File: src/rtl/move_seq.sv
// move_seq: sequencer that moves or swaps register contents over a shared internal bus.
//
// MOVE (mode=0) copies Rj into Ri in one bus step.
// SWAP (mode=1) exchanges Ri and Rj in three bus steps, using the bus temp register.
// Each bus step holds its enables until the datapath accepts it with bus_ready.
//
// Ports
//   clk        : clock; all state changes on the rising edge
//   reset      : synchronous active-high reset
//   start      : transfer request, sampled only while idle
//   mode       : 0 = MOVE, 1 = SWAP
//   ri, rj     : destination and source register indices
//   bus_ready  : datapath accepts the current bus step this cycle
//   wr_en      : one-hot register write enables (N_DST bits)
//   rd_en      : one-hot source read enables (N_SRC bits)
//   tmp_wr     : temp register write enable
//   tmp_rd     : temp register read enable
//   busy       : high in every state except idle
//   done       : one-cycle completion pulse
//   err        : one-cycle illegal-operand pulse, always coincident with done
module move_seq #(
  parameter int unsigned N_DST = 5,
  parameter int unsigned N_SRC = 6,
  parameter int unsigned IDX_W = 6
) (
  input  logic             clk,
  input  logic             reset,
  input  logic             start,
  input  logic             mode,
  input  logic [IDX_W-1:0] ri,
  input  logic [IDX_W-1:0] rj,
  input  logic             bus_ready,
  output logic [N_DST-1:0] wr_en,
  output logic [N_SRC-1:0] rd_en,
  output logic             tmp_wr,
  output logic             tmp_rd,
  output logic             busy,
  output logic             done,
  output logic             err
);

  localparam logic [2:0] StIdle  = 3'd0;
  localparam logic [2:0] StXfer1 = 3'd1;
  localparam logic [2:0] StXfer2 = 3'd2;
  localparam logic [2:0] StXfer3 = 3'd3;
  localparam logic [2:0] StDone  = 3'd4;
  localparam logic [2:0] StErr   = 3'd5;

  logic [2:0]       state_q, state_d;
  logic             mode_q, mode_d;
  logic [IDX_W-1:0] ri_q, ri_d;
  logic [IDX_W-1:0] rj_q, rj_d;

  logic             ops_valid;
  logic             wr_act, rd_act;
  logic [IDX_W-1:0] wr_idx, rd_idx;

  // SWAP writes both operands back, so both must name writable registers;
  // MOVE only reads rj, so any readable source is allowed.
  always_comb begin
    ops_valid = (32'(ri) < N_DST) &&
                (mode ? (32'(rj) < N_DST) : (32'(rj) < N_SRC));
  end

  always_comb begin
    state_d = state_q;
    mode_d  = mode_q;
    ri_d    = ri_q;
    rj_d    = rj_q;
    case (state_q)
      StIdle: begin
        if (start) begin
          mode_d  = mode;
          ri_d    = ri;
          rj_d    = rj;
          state_d = ops_valid ? StXfer1 : StErr;
        end
      end
      StXfer1: if (bus_ready) state_d = mode_q ? StXfer2 : StDone;
      StXfer2: if (bus_ready) state_d = StXfer3;
      StXfer3: if (bus_ready) state_d = StDone;
      StDone:  state_d = StIdle;
      StErr:   state_d = StIdle;
      default: state_d = StIdle;
    endcase
  end

  always_ff @(posedge clk) begin
    if (reset) begin
      state_q <= StIdle;
      mode_q  <= 1'b0;
      ri_q    <= '0;
      rj_q    <= '0;
    end else begin
      state_q <= state_d;
      mode_q  <= mode_d;
      ri_q    <= ri_d;
      rj_q    <= rj_d;
    end
  end

  // Step decode: pick at most one write index and one read index per state.
  always_comb begin
    wr_act = 1'b0;
    rd_act = 1'b0;
    wr_idx = '0;
    rd_idx = '0;
    tmp_wr = 1'b0;
    tmp_rd = 1'b0;
    done   = 1'b0;
    err    = 1'b0;
    case (state_q)
      StXfer1: begin
        // Both modes read Rj first; MOVE lands it in Ri, SWAP parks it in temp.
        rd_act = 1'b1;
        rd_idx = rj_q;
        if (mode_q) begin
          tmp_wr = 1'b1;
        end else begin
          wr_act = 1'b1;
          wr_idx = ri_q;
        end
      end
      StXfer2: begin
        wr_act = 1'b1;
        wr_idx = rj_q;
        rd_act = 1'b1;
        rd_idx = ri_q;
      end
      StXfer3: begin
        wr_act = 1'b1;
        wr_idx = ri_q;
        tmp_rd = 1'b1;
      end
      StDone: done = 1'b1;
      StErr: begin
        done = 1'b1;
        err  = 1'b1;
      end
      default: ;
    endcase
  end

  always_comb begin
    for (int unsigned k = 0; k < N_DST; k++) begin
      wr_en[k] = wr_act && (32'(wr_idx) == k);
    end
    for (int unsigned k = 0; k < N_SRC; k++) begin
      rd_en[k] = rd_act && (32'(rd_idx) == k);
    end
  end

  assign busy = (state_q != StIdle);

endmodule

File: config.mk
export PLATFORM = sky130hd
export DESIGN_NAME = move_seq
export DESIGN_NICKNAME = d
export VERILOG_FILES = /design/src/rtl/move_seq.sv
export SDC_FILE = /design/constraint.sdc
export NUM_CORES = 1
export LEC_CHECK = 0
export ABC_AREA = 1
export BUFFER_PORTS_ARGS = -buffer_cell sky130_fd_sc_hd__buf_4
export CORE_ASPECT_RATIO = 0.75
export CORE_MARGIN = 2
export CORE_UTILIZATION = 55
export CTS_BUF_LIST = sky130_fd_sc_hd__clkbuf_8
export DETAILED_ROUTE_END_ITERATION = 8
export PLACE_DENSITY = 0.9
export SKIP_LAST_GASP = 1
export SLEW_MARGIN = 20
export SYNTH_ARGS = -nofsm -noshare
export SYNTH_HDL_FRONTEND = slang
export SYNTH_SLANG_ARGS = --single-unit
File: constraint.sdc
create_clock -name clk -period 2.4 [get_ports clk]
set_input_delay 0 -clock clk [delete_from_list [all_inputs] [get_ports clk]]
set_output_delay 0 -clock clk [all_outputs]
set_load 0.02 [all_outputs]
==> metrics.yaml <==
drt:
  postRouteAntennaNets: 0
  viasPerCell: 5.52
  routed_wirelength_mm: 2.87
  drtIter0Drc: 48
  wl_per_cell_um: 12.5
  drc: 0
  vias: 1264
  firstDrtPassIters: 5
grt:
  met3_usage: 0.0791
  grt_busiest_layer: "met2"
  use_met1: 0.370
  gr-total-overflow: 0
  grtUsageMet2: 0.467
  grt_pass1_vias: 1083
  grt_use_total: 0.295
  grt_max_degree: 19
  grt_pass1_wl_mm: 4.91
  antenna_found_initial: 0
final_layout:
  diodes: 0
  final_cell_mix: "nand2_1, buf_4, nor2_1, nand3_1"
  nNetsFinal: 225
  final_common_cell: "nand2_1"
  area_delta_synth_final_pct: 28.7
  fillers: 137
  final_core_util: 0.764
  final_cell_area_sq_mm: 0.00135
  drive_gt1_frac: 0.271
setup_path:
  critPathMostFrequentCell: "nand2_1"
  crit_path_end_kind: "primary output"
  slowest_delay_ns: 0.60
  r2r_cells: 6
  path_class: "flop to primary output"
  crit_chain: "nand2_1 > nor2_2 > nand2_1 > nand2_1 > nand3_1 > nor2_1 > buf_4"
  cp_data_arrival_time_ns: 1.98
  ff2ff_setup_slack_ns: 0.80
  crit_slowest_cell: "dfxtp_1"
  crit_required_ns: 2.40
  worstSetupStartpointType: "flop"
  critPathTopFamily: "simple AND/OR/NAND/NOR gates"
  r2r_end: "ri_q[5]$_SDFFE_PP0P_"
  cp_max_fo: 12
  cp.buffers_inverters: 1
  r2r_start: "state_q[0]$_SDFFE_PP0P_"
floorplanning:
  rows: 13
  die-area_sq_mm: 0.00228
  initial_utilization: 0.594
  coreArea_sq_mm: 0.00177
  ios: 33
  die_height_um: 41.9
  die_w_um: 54.5
sta:
  setup_viol: 0
  max_freq_ghz: 0.504
  skew_ns: 0.00194
  finalSetupTns_ns: 0
  rsz0062_at_grt: "false"
  tightest_slew_ns: 0.456
  drv_slew: 0
  hold_slack_ns: 0.0221
  hold_viol_final: 0
  maxSlewHeadroom: 0.696
  finalCritPeriodShare: 0.826
  min_period_ns: 1.98
  fin_ws_ns: 0.418
placement:
  place_area_sq_mm: 0.00129
  dpl.hpwl_mm: 2.23
  port_buffers: 32
  post-place-ws_ns: 0.802
  gp_congestion: 0.915
pwr:
  peakVddDrop_v: 0.000853
  p_per_area_mw_per_mm2: 959
  power_leakage_nw: 0.656
logic_synthesis:
  synthCells: 175
  ys_warn_count: 0
  ys_types: 22
  synth.avg_cell_area_sq_um: 6.01
  synth-seq-area-share: 0.304
  ys_ff_latch: 16
  syn_nets: 192
  synthesis.area_sq_mm: 0.00105
clock_tree:
  clk_pin_slew_worst_paths_ns: 0.06
  cts_tree: "built"
  root_buffer: "clkbuf_8"
  cts_inserted_buffers: 3
  numClockSinks: 16
  clk_latency_ns: 0.25
  htreeDepth: 1
  post-cts-setup-buffers: 0
  cts_buffer_depth: 2
worst_hold_path:
  min_from: "rj[5]"
  hold_depth: 3
  holdCritPathClass: "input pin to flop"
  hold-path-endpoint: "rj_q[5]$_SDFFE_PP0P_"
outcome:
  outcome: "complete, no violations"
flow_run:
  max_cap_violations: 0
[state kept, by name (all words and copies together) (netlist names)]
register	count
ri_q	6
mode_q	1
state_q	3
rj_q	6
[logic make-up (layout without fill, tap and decap cells)]
group                  Yosys count  count (layout)  synth area share
AOI/OAI and AO/OA               22              22             0.122
DFF                             16              16             0.304
and+or+nand+nor                111             111             0.468
buffers and inverters           26              58             0.105
[cell usage after synthesis, drive strengths merged]
master | count | area share
nand4 | 2 | 0.012
nor2 | 30 | 0.14
clkbuf | 1 | 0.0036
nand3 | 21 | 0.10
nand2 | 55 | 0.20
buf | 4 | 0.026
a21oi | 15 | 0.089
nor3 | 1 | 0.0048
inv | 21 | 0.075
nand3b | 1 | 0.0071
o21ai | 7 | 0.033
dfxtp | 16 | 0.30
or2 | 1 | 0.0059
[metal layers]
| layer | wire length (um) | vias to the layer above | part of all wire |
|---|---|---|---|
| met5 | 0 | - | 0 |
| met4 | 75 | 0 | 0.026 |
| met3 | 298 | 11 | 0.10 |
| met2 | 1380 | 73 | 0.48 |
| met1 | 1120 | 558 | 0.39 |
| li1 | - | 622 | - |
[how the worst max path moves through the flow]
stage                                       start        to  slack [ns]  cells after the start
final                     state_q[1]$_SDFFE_PP0P_  rd_en[5]        0.42                      7
after global routing      state_q[1]$_SDFFE_PP0P_  rd_en[1]        0.34                      7
after CTS                 state_q[1]$_SDFFE_PP0P_  rd_en[5]        0.50                      7
after detailed placement  state_q[1]$_SDFFE_PP0P_  wr_en[1]        0.80                      7
after global placement    state_q[1]$_SDFFE_PP0P_  wr_en[3]        0.91                      7
after floorplan           state_q[1]$_SDFFE_PP0P_  wr_en[1]        1.09                      7
[power by group]
part           internal (mW)  switching (mW)
Sequential             0.329          0.0568
Combinational          0.220           0.450
Clock                  0.146          0.0968
[what timing repair did]
action                     4_1_cts  5_1_grt
hold endpoints to repair         8        0
gates resized for setup          0        0
hold buffers                     1        0
setup endpoints to repair        0        0
[layout make-up]
type,count,area [sq um],share of cell area
Clock buffer,4,55.1,0.0407
Inverter,21,78.8,0.0582
Multi-Input combinational cell,133,622,0.459
Sequential cell,16,320,0.237
Tap cell,22,27.5,0.0203
Timing Repair Buffer,33,250,0.185
[through the flow]
step | power [mW] | std cells
6_report | 1.30 | 229
5_1_grt | 1.38 | 229
4_1_cts | 1.29 | 229
3_5_place_dp | 1.04 | 224
3_3_place_gp | 1.01 | 224
2_1_floorplan | 0.879 | 175
[worst register-to-register path: stages, from the launching register on]
cell and delay, ns:
dfxtp_1 0.38, nor2_2 0.28, inv_2 0.09, nor2_4 0.25
nand2_4 0.21, o21ai_1 0.23, a21oi_2 0.06
Note: power is estimated with default switching activity, not from simulation.
